--- src/rtl/sdp_msg_rx_pkg.sv ---
// Shared definitions for the SDP slave-message receiver: marker value,
// STATUS bit positions, error codes, FSM states and the header check.
package sdp_msg_rx_pkg;

    localparam logic [7:0] MARKER_SLAVE = 8'hA5;

    // STATUS byte bit positions
    localparam int unsigned ST_ERR_IN_MSG  = 0;
    localparam int unsigned ST_SERVICE_REQ = 1;
    localparam int unsigned ST_SD_BUSY     = 2;
    localparam int unsigned ST_DP_SENDING  = 4;

    localparam int unsigned BYTE_CNT_W = 11;

    typedef enum logic [2:0] {
        ERR_NONE     = 3'd0,
        ERR_BYTE     = 3'd1,
        ERR_LEN      = 3'd2,
        ERR_MISMATCH = 3'd3,
        ERR_TIMEOUT  = 3'd4
    } err_code_e;

    typedef enum logic [2:0] {
        S_IDLE,
        S_STATUS,
        S_LEN_HI,
        S_LEN_LO,
        S_PAYLOAD
    } state_e;

    // Header validation in priority order: oversize length first, then the
    // dp_sending flag must agree with whether a payload follows.
    function automatic err_code_e hdr_check(input logic [15:0] len,
                                            input logic [7:0]  status,
                                            input logic [15:0] max_len);
        if (len > max_len)
            return ERR_LEN;
        if (status[ST_DP_SENDING] != (len != 16'd0))
            return ERR_MISMATCH;
        return ERR_NONE;
    endfunction

endpackage

--- src/rtl/sdp_msg_rx_if.sv ---
// Byte-stream input and decoded-message output bundle of the SDP receiver.
interface sdp_msg_rx_if;

    logic [7:0]  d;
    logic        d_rdy;
    logic        d_err;
    logic [7:0]  q;
    logic        q_rdy;
    logic [7:0]  status;
    logic [15:0] len;
    logic        hdr_vld;
    logic        msg_end;
    logic        msg_err;
    logic [2:0]  err_code;
    logic        busy;

    // Decoder/host side: drives bytes, consumes decoded results
    modport master (
        output d, d_rdy, d_err,
        input  q, q_rdy, status, len, hdr_vld, msg_end, msg_err, err_code, busy
    );

    // Receiver side
    modport slave (
        input  d, d_rdy, d_err,
        output q, q_rdy, status, len, hdr_vld, msg_end, msg_err, err_code, busy
    );

endinterface

--- src/rtl/sdp_rx_watchdog.sv ---
// Inter-byte watchdog: counter cleared by clr, expire flags the cycle in
// which the counter would reach TIMEOUT_CYC without a clear.
module sdp_rx_watchdog #(
    parameter int unsigned TIMEOUT_CYC = 4096
) (
    input  logic clk,
    input  logic rst,
    input  logic clr,
    output logic expire
);

    localparam int unsigned  CW   = (TIMEOUT_CYC > 2) ? $clog2(TIMEOUT_CYC) : 1;
    localparam logic [CW-1:0] LAST = CW'(TIMEOUT_CYC - 1);

    logic [CW-1:0] cnt;

    // Count idle cycles, saturating one short of the limit
    always_ff @(posedge clk or posedge rst) begin
        if (rst)
            cnt <= '0;
        else if (clr)
            cnt <= '0;
        else if (cnt != LAST)
            cnt <= cnt + CW'(1);
    end

    // Expiry lands on the edge where the count reaches TIMEOUT_CYC; a clear wins
    always_comb begin
        expire = ~clr & (cnt == LAST);
    end

endmodule

--- src/rtl/sdp_msg_rx.sv ---
// SDP slave-response parser: MARKER, STATUS, LEN_HI, LEN_LO, then LEN
// payload bytes. All outputs registered, strobes one cycle after d_rdy.
module sdp_msg_rx
    import sdp_msg_rx_pkg::*;
#(
    parameter logic [7:0]  MARKER      = MARKER_SLAVE,
    parameter int unsigned MAX_LEN     = 1024,
    parameter int unsigned TIMEOUT_CYC = 4096
) (
    input  logic         clk,
    input  logic         rst,
    sdp_msg_rx_if.slave  bus
);

    state_e                  state, state_nxt;
    logic [7:0]              q_r, q_n;
    logic                    q_rdy_r, q_rdy_n;
    logic                    hdr_r, hdr_n;
    logic                    end_r, end_n;
    logic                    merr_r, merr_n;
    logic                    busy_r, busy_n;
    logic [7:0]              status_r, status_n;
    logic [15:0]             len_r, len_n;
    logic [BYTE_CNT_W-1:0]   cnt_r, cnt_n;
    err_code_e               err_r, err_n;

    logic        wd_clr, wd_expire;
    logic        byte_ok, byte_bad, timeout, last_byte, is_marker;
    logic [15:0] len_full;
    err_code_e   hdr_err;

    sdp_rx_watchdog #(
        .TIMEOUT_CYC (TIMEOUT_CYC)
    ) u_wd (
        .clk    (clk),
        .rst    (rst),
        .clr    (wd_clr),
        .expire (wd_expire)
    );

    // Watchdog is held clear while idle and restarted by every byte
    always_comb begin
        wd_clr = bus.d_rdy | (state == S_IDLE);
    end

    // Decode the current byte event; a byte always beats a coincident timeout
    always_comb begin
        byte_ok   = bus.d_rdy & ~bus.d_err;
        byte_bad  = bus.d_rdy & bus.d_err & (state != S_IDLE);
        timeout   = wd_expire & (state != S_IDLE);
        is_marker = byte_ok & (bus.d == MARKER);
        len_full  = {len_r[15:8], bus.d};
        hdr_err   = hdr_check(len_full, status_r, 16'(MAX_LEN));
        last_byte = ({5'b0, cnt_r + 11'd1} == len_r);
    end

    // State register
    always_ff @(posedge clk or posedge rst) begin
        if (rst)
            state <= S_IDLE;
        else
            state <= state_nxt;
    end

    // Next-state logic
    always_comb begin
        state_nxt = state;
        if (state == S_IDLE) begin
            if (is_marker)
                state_nxt = S_STATUS;
        end else if (byte_bad || timeout) begin
            state_nxt = S_IDLE;
        end else if (byte_ok) begin
            case (state)
                S_STATUS:  state_nxt = S_LEN_HI;
                S_LEN_HI:  state_nxt = S_LEN_LO;
                S_LEN_LO:  state_nxt = (hdr_err == ERR_NONE && len_full != 16'd0) ? S_PAYLOAD : S_IDLE;
                S_PAYLOAD: state_nxt = last_byte ? S_IDLE : S_PAYLOAD;
                default:   state_nxt = S_IDLE;
            endcase
        end
    end

    // Output/datapath next values; every error path funnels into msg_err
    always_comb begin
        q_n      = q_r;
        q_rdy_n  = 1'b0;
        hdr_n    = 1'b0;
        end_n    = 1'b0;
        merr_n   = 1'b0;
        status_n = status_r;
        len_n    = len_r;
        cnt_n    = cnt_r;
        err_n    = err_r;
        if (state == S_IDLE) begin
            if (is_marker)
                err_n = ERR_NONE;
        end else if (byte_bad) begin
            err_n  = ERR_BYTE;
            merr_n = 1'b1;
        end else if (timeout) begin
            err_n  = ERR_TIMEOUT;
            merr_n = 1'b1;
        end else if (byte_ok) begin
            case (state)
                S_STATUS: status_n = bus.d;
                S_LEN_HI: len_n[15:8] = bus.d;
                S_LEN_LO: begin
                    len_n = len_full;
                    cnt_n = '0;
                    if (hdr_err != ERR_NONE) begin
                        err_n  = hdr_err;
                        merr_n = 1'b1;
                    end else begin
                        hdr_n = 1'b1;
                        end_n = (len_full == 16'd0);
                    end
                end
                S_PAYLOAD: begin
                    q_n     = bus.d;
                    q_rdy_n = 1'b1;
                    cnt_n   = cnt_r + 11'd1;
                    end_n   = last_byte;
                end
                default: ;
            endcase
        end
        busy_n = (state_nxt != S_IDLE);
    end

    // Output and capture registers
    always_ff @(posedge clk or posedge rst) begin
        if (rst) begin
            q_r      <= '0;
            q_rdy_r  <= 1'b0;
            hdr_r    <= 1'b0;
            end_r    <= 1'b0;
            merr_r   <= 1'b0;
            busy_r   <= 1'b0;
            status_r <= '0;
            len_r    <= '0;
            cnt_r    <= '0;
            err_r    <= ERR_NONE;
        end else begin
            q_r      <= q_n;
            q_rdy_r  <= q_rdy_n;
            hdr_r    <= hdr_n;
            end_r    <= end_n;
            merr_r   <= merr_n;
            busy_r   <= busy_n;
            status_r <= status_n;
            len_r    <= len_n;
            cnt_r    <= cnt_n;
            err_r    <= err_n;
        end
    end

    assign bus.q        = q_r;
    assign bus.q_rdy    = q_rdy_r;
    assign bus.hdr_vld  = hdr_r;
    assign bus.msg_end  = end_r;
    assign bus.msg_err  = merr_r;
    assign bus.busy     = busy_r;
    assign bus.status   = status_r;
    assign bus.len      = len_r;
    assign bus.err_code = err_r;

endmodule

--- src/flat_wrapper.sv ---
// flat-port wrapper written by rule: the top's interface ports become plain ports
module sdp_msg_rx_flat import sdp_msg_rx_pkg::*;
#(
    parameter logic [7:0]  MARKER      = MARKER_SLAVE,
    parameter int unsigned MAX_LEN     = 1024,
    parameter int unsigned TIMEOUT_CYC = 4096
)
  (clk, rst, bus_d, bus_d_rdy, bus_d_err, bus_q, bus_q_rdy, bus_status, bus_len, bus_hdr_vld, bus_msg_end, bus_msg_err, bus_err_code, bus_busy);
  sdp_msg_rx_if bus_i ();
  input  logic clk;
  input  logic rst;
  input wire logic [$bits(bus_i.d)-1:0] bus_d;
  input wire logic [$bits(bus_i.d_rdy)-1:0] bus_d_rdy;
  input wire logic [$bits(bus_i.d_err)-1:0] bus_d_err;
  output wire logic [$bits(bus_i.q)-1:0] bus_q;
  output wire logic [$bits(bus_i.q_rdy)-1:0] bus_q_rdy;
  output wire logic [$bits(bus_i.status)-1:0] bus_status;
  output wire logic [$bits(bus_i.len)-1:0] bus_len;
  output wire logic [$bits(bus_i.hdr_vld)-1:0] bus_hdr_vld;
  output wire logic [$bits(bus_i.msg_end)-1:0] bus_msg_end;
  output wire logic [$bits(bus_i.msg_err)-1:0] bus_msg_err;
  output wire logic [$bits(bus_i.err_code)-1:0] bus_err_code;
  output wire logic [$bits(bus_i.busy)-1:0] bus_busy;
  assign bus_i.d = bus_d;
  assign bus_i.d_rdy = bus_d_rdy;
  assign bus_i.d_err = bus_d_err;
  assign bus_q = bus_i.q;
  assign bus_q_rdy = bus_i.q_rdy;
  assign bus_status = bus_i.status;
  assign bus_len = bus_i.len;
  assign bus_hdr_vld = bus_i.hdr_vld;
  assign bus_msg_end = bus_i.msg_end;
  assign bus_msg_err = bus_i.msg_err;
  assign bus_err_code = bus_i.err_code;
  assign bus_busy = bus_i.busy;
  sdp_msg_rx #(.MARKER(MARKER), .MAX_LEN(MAX_LEN), .TIMEOUT_CYC(TIMEOUT_CYC)) u_core (.clk(clk), .rst(rst), .bus(bus_i));
endmodule
--- config.mk ---
export PLATFORM = sky130hd
export DESIGN_NAME = sdp_msg_rx_flat
export DESIGN_NICKNAME = d
export VERILOG_FILES = /design/src/rtl/sdp_msg_rx_pkg.sv /design/src/rtl/sdp_msg_rx_if.sv /design/src/rtl/sdp_rx_watchdog.sv /design/src/rtl/sdp_msg_rx.sv /design/src/flat_wrapper.sv
export SDC_FILE = /design/constraint.sdc
export NUM_CORES = 1
export LEC_CHECK = 0
export CAP_MARGIN = 0
export CORE_MARGIN = 1.5
export CORE_UTILIZATION = 38
export CTS_CLUSTER_SIZE = 14
export DETAILED_ROUTE_END_ITERATION = 16
export PLACE_DENSITY = 0.62
export SYNTH_ARGS = -nofsm -noshare
export SYNTH_HDL_FRONTEND = slang
export SYNTH_HIERARCHICAL = 1
export SYNTH_SLANG_ARGS = --single-unit
--- constraint.sdc ---
create_clock -name clk -period 4.7 [get_ports clk]
set_clock_uncertainty 0.05 [all_clocks]
set_input_delay 1.175 -clock clk [delete_from_list [all_inputs] [get_ports clk]]
set_output_delay 1.175 -clock clk [all_outputs]
set_load 0.1 [all_outputs]
=== Word level (Yosys, flattened, before mapping) ===
Cells that the tools add are included.

* Output and inout bits: 40
* Register bits: 66

* Muxes and demuxes: 47
* Magnitude comparators: 1
* Add/sub/neg operators: 2
* Eq/ne operators: 10
* Bitwise operators: 12
* Reductions and logical operators: 20

{| class="wikitable"
|+ Operators with widths
! kind !! count
|-
| 3-bit two-way mux || 17
|-
| 1-bit two-way mux || 25
|-
| 5-bit AND reduction || 5
|-
| 12-bit two-way mux || 2
|-
| 11-bit one-hot mux with 2 select lines || 1
|-
| 11-bit by 16-bit equality test with 1-bit output || 1
|-
| 16-bit by 11-bit > comparator with 1-bit output, second input constant || 1
|-
| 16-bit zero test || 1
|-
| 16-bit nonzero test || 1
|-
| 12-bit by 1-bit adder with 12-bit output, second input constant || 1
|-
| 12-bit equality test, second input constant || 1
|-
| 12-bit != test, second input constant || 1
|-
| 3-bit one-hot mux with 4 select lines || 1
|-
| 4-bit nonzero test || 3
|-
| 11-bit by 1-bit adder with 11-bit output, second input constant || 1
|-
| 3-bit nonzero test || 3
|-
| 8-bit equality test, second input constant || 1
|-
| 1-bit AND || 6
|-
| 3-bit by 2-bit equality test with 1-bit output, second input constant || 2
|-
| 3-bit zero test || 2
|-
| 1-bit NOT || 5
|-
| 4-bit AND reduction || 1
|-
| 2-bit nonzero test || 2
|-
| 3-bit by 1-bit equality test with 1-bit output, second input constant || 1
|-
| 7 further kinds || 7
|}

=== Longest topological paths before layout ===
* Word-level depth: 14
* Gate-level depth with buffers: 12
* Mapped depth without buffers: 9

=== Hierarchy ===
The synthesis kept the hierarchy.

{| class="wikitable"
|+ Modules (own cells, without submodules)
! module !! seq. area each (sq um) !! area an instance (sq um) !! instances !! cells each
|-
| sdp_msg_rx || 1351.3 || 2695.1 || 1 || 266
|-
| sdp_rx_watchdog || 300.3 || 675.6 || 1 || 74
|}

=== Worst setup path before layout ===
Ideal clock, no wire load.

* Path type: input to register
* Start point: in bus_d[6]
* End point: reg u_core.err_r[0], in the netlist u_core/bus.err_code[0]
* Stages on the path: 6
* Slack: 1539 ps
* Data required time: 4522 ps
* Path buffers: 0
* Setup time: 128 ps
* Arrival time: 2983 ps
* Cells stage by stage: or4_4 or4_4 a31oi_1 o21a_1 o21ai_1 mux2_1

* Word-level cells in the longest chain between the ends: 12
* Elaborated cells between the ends (all ways): 21
* Those cells by class: order compare (1); eq/ne (3); mux (12); bitwise (1); reduce/logical (4)

{| class="wikitable"
|+ Ends and longest elaborated chain
! what !! line !! text
|-
| from (decl) || flat_wrapper.sv:12 || <nowiki>input wire logic [$bits(bus_i.d)-1:0] bus_d;</nowiki>
|-
| branches (longest 12 deep; another with 16-bit by 11-bit > comparator with 1-bit output) || n/a ||
|-
| to (signal assigned) || sdp_msg_rx.sv:154 || <nowiki>err_r <= err_n;</nowiki>
|-
| to (decl) || sdp_msg_rx.sv:25 || <nowiki>err_code_e err_r, err_n;</nowiki>
|}

Several ways; the timed one is not identified. The select of a mux whose other input is x is not followed.
A chain may end at the register's enable or synchronous reset.

=== Worst setup path in the final report ===
* Start point: in bus_d_rdy
* End point: reg u_core.cnt_r[10]

* Word-level cells in the longest chain between the ends: 6
* Elaborated cells between the ends (all ways): 10
* Those cells by class: bitwise (9); reduce/logical (1)

{| class="wikitable"
|+ Ends and longest elaborated chain
! what !! line !! text
|-
| from (decl) || flat_wrapper.sv:13 || <nowiki>input wire logic [$bits(bus_i.d_rdy)-1:0] bus_d_rdy;</nowiki>
|-
| 1-bit OR || sdp_msg_rx.sv:43 || <nowiki>wd_clr = bus.d_rdy | (state == S_IDLE);</nowiki>
|-
| named net u_core.wd_clr || sdp_msg_rx.sv:27 || <nowiki>logic wd_clr, wd_expire;</nowiki>
|-
| 1-bit NOT || sdp_rx_watchdog.sv:29 || <nowiki>expire = ~clr & (cnt == LAST);</nowiki>
|-
| 1-bit AND || sdp_rx_watchdog.sv:29 ||
|-
| named net u_core.wd_expire || sdp_msg_rx.sv:27 ||
|-
| 1-bit AND || sdp_msg_rx.sv:50 || <nowiki>timeout = wd_expire & (state != S_IDLE);</nowiki>
|-
| 1-bit NOT (no line) || n/a ||
|-
| 5-bit AND reduction (no line) || n/a ||
|-
| to (signal assigned) || sdp_msg_rx.sv:153 || <nowiki>cnt_r <= cnt_n;</nowiki>
|-
| to (decl) || sdp_msg_rx.sv:24 || <nowiki>logic [BYTE_CNT_W-1:0] cnt_r, cnt_n;</nowiki>
|}

The timed path passes the listed nets, and every way through them passes these cells.

==> summary.txt <==
Library cell with the highest instance count after synthesis -> sky130_fd_sc_hd__dfrtp_1
Number of antenna violations at the first check in global routing -> 0
Number of DRC violations after detailed routing -> 0
Proportion of register bits with asynchronous set or reset after synthesis -> 100.0%
Most frequent cells after synthesis -> 66 x sky130_fd_sc_hd__dfrtp_1, 50 x sky130_fd_sc_hd__nand2_1, 27 x sky130_fd_sc_hd__nor2_1, 24 x sky130_fd_sc_hd__mux2_2, 18 x sky130_fd_sc_hd__o21ai_0
Final period utilization -> 77.54%
Maximum VDD drop -> 0.1716 mV
Area Overhead vs Synth -> 23.76%
Post-route cell area -> 4172 um2
Antenna Violating Nets Remaining -> 0
Final sum of negative setup slack -> 0 ns
Number of nets in the synthesized netlist -> 354
Total buffers and inverters traversed by the critical path -> 2
CTS sink cnt -> 66
CP arrival -> 3.81 ns
# IOs -> 52
Dominant register cell in the synthesized netlist -> sky130_fd_sc_hd__dfrtp_1
Number of standard-cell rows in the floorplan -> 34
Initial core utilization -> 38.84%
Max incr delay on CP -> 0.55 ns
Largest net degree at the start of global routing -> 44
Element type at the critical path start -> primary input
Number of buffer cells added on primary ports -> 51
Critical path class -> primary input to register
Post-synth top area share -> 49.00%
First-pass GRT wire length -> 13.74 mm
Per-cell routed wire length -> 16.06 um
GR Layer Usage met3 -> 4.388%
Number of DRC violations after detailed-routing iteration 0 -> 140
DP Area -> 3971 um2
Root cell of the clock tree -> sky130_fd_sc_hd__clkbuf_8
P_leak -> 1.876 nW
Overall die width -> 97.18 um
Final RePlAce weighted congestion -> 0.7860
Number of register bits inferred by synthesis -> 66
Syn_area_per_cell -> 9.914 um2
Met1 track demand over resource -> 25.30%
Clock input transition at the sequential cells of the worst setup and hold paths -> 0.08 ns
Overflow after GRT -> 0
Slowest cell on crit path -> sky130_fd_sc_hd__o21ai_0
Via count normalized by instance count -> 5.525
Placeable Area -> 8678 um2
TritonCTS clock tree -> yes
Reg-to-reg endpoint -> u_core/bus.msg_end
Final hold viol count -> 0
Buffer levels on the longest clock path -> 2
HP Start -> u_core/bus.q[0]
# resized after CTS -> 0
Overall routing resource usage -> 18.03%
DPL Wire Length -> 5.758 mm
Achievable clock frequency -> 0.2744 GHz
Sequential cell area fraction in the yosys report -> 49.00%
Post-Synthesis Cell Area -> 3371 um2
Gate count after technology mapping -> 340
Length in cells of the worst reg-to-reg path -> 10
Number of synthesized flops with an enable pin -> 0
Number of violations of the max-capacitance limit -> 0
Leading area contributor after synthesis -> sky130_fd_sc_hd__dfrtp_1
Total vias in the final route -> 2779
Layout cell share with drive strength beyond 1 -> 13.42%
Result of the run -> complete, no violations
Critical path data required time -> 4.87 ns
RSZ-0062 raised after global routing -> no
Cell family with the largest share of critical-path delay -> simple AND/OR/NAND/NOR gates
H-Tree Depth -> 3
Yosys warning total -> 6
Max_slew headroom -> 25.71%
Hold worst-path end -> u_core/bus.q[0]
Met2 global-route usage -> 27.97%
Die outline area -> 9444 um2
Dominant cells by area after synthesis -> sky130_fd_sc_hd__dfrtp_1 49%, sky130_fd_sc_hd__mux2_2 8.0%, sky130_fd_sc_hd__nand2_1 5.6%
Drt first pass iters -> 4
CTS buffer count -> 9
Total number of nets in the final design -> 404
Category of the worst setup path capture point -> register
Min-delay worst type -> register to register
Worst r2r src -> u_core/u_wd/cnt[0]
Library cell appearing most often on the critical path -> sky130_fd_sc_hd__o21ai_0
Cell depth of the worst min-delay path -> 2
Final Setup Violations -> 0
Post-CTS Setup Bufs -> 0
Most Crowded Layer GR -> met2
Vias in the first global route -> 2677
Number of antenna cells inserted -> 0
Max-slew violation count -> 0
Power per cell area -> 286.6 nW/um2
Die Y -> 97.18 um
Worst Max-Slew Pin Slew -> 1.103 ns
Cells traversed along the worst timing path -> clkdlybuf4s50_1 > inv_1 > nand2_1 > nor2_1 > nor3_1 > o21ai_0 > o21ai_0 > o41ai_1
Largest fanout on the critical path -> 13
Register-to-register setup slack -> 1.57 ns
Total Routed Length -> 8.079 mm
Clock latency of the later-clocked register in the worst-skew pair -> 0.34 ns
Hold-fix buffer count after cts -> 0
Distinct cells, synth -> 57
Fin crit period -> 3.644 ns
[per-layer routing]
metal  share of wire, %  vias up
met1                 47     1372
met5                  0        -
li1                   -     1323
met2                 47       78
met3                4.7        6
met4               0.76        0
[worst max path at each step]
| stage | startpoint | endpoint | cells past startpoint |
|---|---|---|---|
| finish | bus_d_rdy | u_core/cnt_r[10] | 8 |
| floorplan | bus_d[6] | u_core/bus.err_code[0] | 6 |
| CTS | bus_d_rdy | u_core/cnt_r[9] | 8 |
| global route | bus_d_rdy | u_core/cnt_r[10] | 8 |
| detailed placement | bus_d_rdy | u_core/cnt_r[7] | 8 |
| global placement | bus_d[4] | u_core/bus.err_code[0] | 7 |
[metrics by stage]
step | hold WS, ns | setup WS, ns | util, % | std cells | total power [mW]
finish | 0.4351 | 1.056 | 48.07 | 503 | 1.195
global route | 0.4601 | 0.7304 | 48.07 | 503 | 1.241
CTS | 0.4366 | 1.092 | 48.07 | 503 | 1.210
detailed placement | 0.4156 | 0.7099 | 45.76 | 487 | 0.7195
global placement | 0.4074 | 0.8266 | 45.76 | 487 | 0.7192
floorplan | 0.4206 | 1.539 | - | 340 | 0.6759
[report_power, final]
part / internal [mW] / switching, mW
registers: 0.575 / 0.00670
logic: 0.0323 / 0.0932
clock network: 0.249 / 0.239
total: 0.856 / 0.339
[worst register-to-register path: stages (launching register included)]
cell and delay, ns:
sky130_fd_sc_hd__dfrtp_1 0.44, sky130_fd_sc_hd__ha_1 0.34, sky130_fd_sc_hd__nand2_1 0.11, sky130_fd_sc_hd__or4_4 0.54, sky130_fd_sc_hd__nor2_1 0.35, sky130_fd_sc_hd__nor3_1 0.19
sky130_fd_sc_hd__nand2_1 0.10, sky130_fd_sc_hd__buf_4 0.24, sky130_fd_sc_hd__inv_1 0.19, sky130_fd_sc_hd__buf_4 0.23, sky130_fd_sc_hd__a22o_1 0.24
[cell type report]
class / instances / area, um2
flip-flops and latches: 66 / 1652
well taps: 108 / 135.1
inverters: 9 / 33.78
fillers: 847 / 4507
repair buffers: 54 / 533.0
clock inverters: 7 / 76.32
multi-input cells: 250 / 1618
clock buffers: 9 / 123.9
[cells by family after synthesis]
logic type      count (synthesis)  share of synthesized area [%]
flops                          66                          49.00
buf+inv                        24                          3.006
xor+xnor                       18                          4.677
fa+ha+maj                       2                         0.7423
compound gates                 71                          13.99
mux                            27                          8.946
simple gates                  132                          19.64
[layout by cell type (no fill, tap or decap), types with 2 or more instances in the layout]
master and n:
sky130_fd_sc_hd__nand3b_1 2, sky130_fd_sc_hd__and3_1 6, sky130_fd_sc_hd__clkdlybuf4s50_1 51, sky130_fd_sc_hd__inv_1 8, sky130_fd_sc_hd__a31oi_1 10, sky130_fd_sc_hd__buf_4 3, sky130_fd_sc_hd__a311oi_1 2, sky130_fd_sc_hd__a21oi_1 9
sky130_fd_sc_hd__mux2i_1 2, sky130_fd_sc_hd__nor2b_1 3, sky130_fd_sc_hd__nand2_1 50, sky130_fd_sc_hd__clkinvlp_4 2, sky130_fd_sc_hd__nand4_1 6, sky130_fd_sc_hd__nor3_1 10, sky130_fd_sc_hd__o21bai_1 3, sky130_fd_sc_hd__o22ai_1 2
sky130_fd_sc_hd__and2_1 2, sky130_fd_sc_hd__a211oi_1 3, sky130_fd_sc_hd__o31ai_1 7, sky130_fd_sc_hd__nand3_1 9, sky130_fd_sc_hd__xnor2_1 10, sky130_fd_sc_hd__dfrtp_1 66, sky130_fd_sc_hd__or3_1 2, sky130_fd_sc_hd__xor2_1 8
sky130_fd_sc_hd__a22o_1 3, sky130_fd_sc_hd__ha_1 2, sky130_fd_sc_hd__clkbuf_8 9, sky130_fd_sc_hd__o211ai_1 2, sky130_fd_sc_hd__or4_4 3, sky130_fd_sc_hd__mux2_2 24, sky130_fd_sc_hd__nor2_1 27, sky130_fd_sc_hd__inv_6 2
sky130_fd_sc_hd__o21ai_0 18
[sequential cells by signal, indices dropped and copies added, names as in the netlist]
register,count
u_core/bus.len,16
u_core/u_wd/cnt,12
u_core/cnt_r,11
u_core/bus.q,8
u_core/bus.status,8
u_core/bus.err_code,3
u_core/state,3
u_core/bus.busy,1
u_core/bus.hdr_vld,1
u_core/bus.msg_end,1
u_core/bus.msg_err,1
u_core/bus.q_rdy,1
Note: power is estimated with default switching activity, not from simulation.
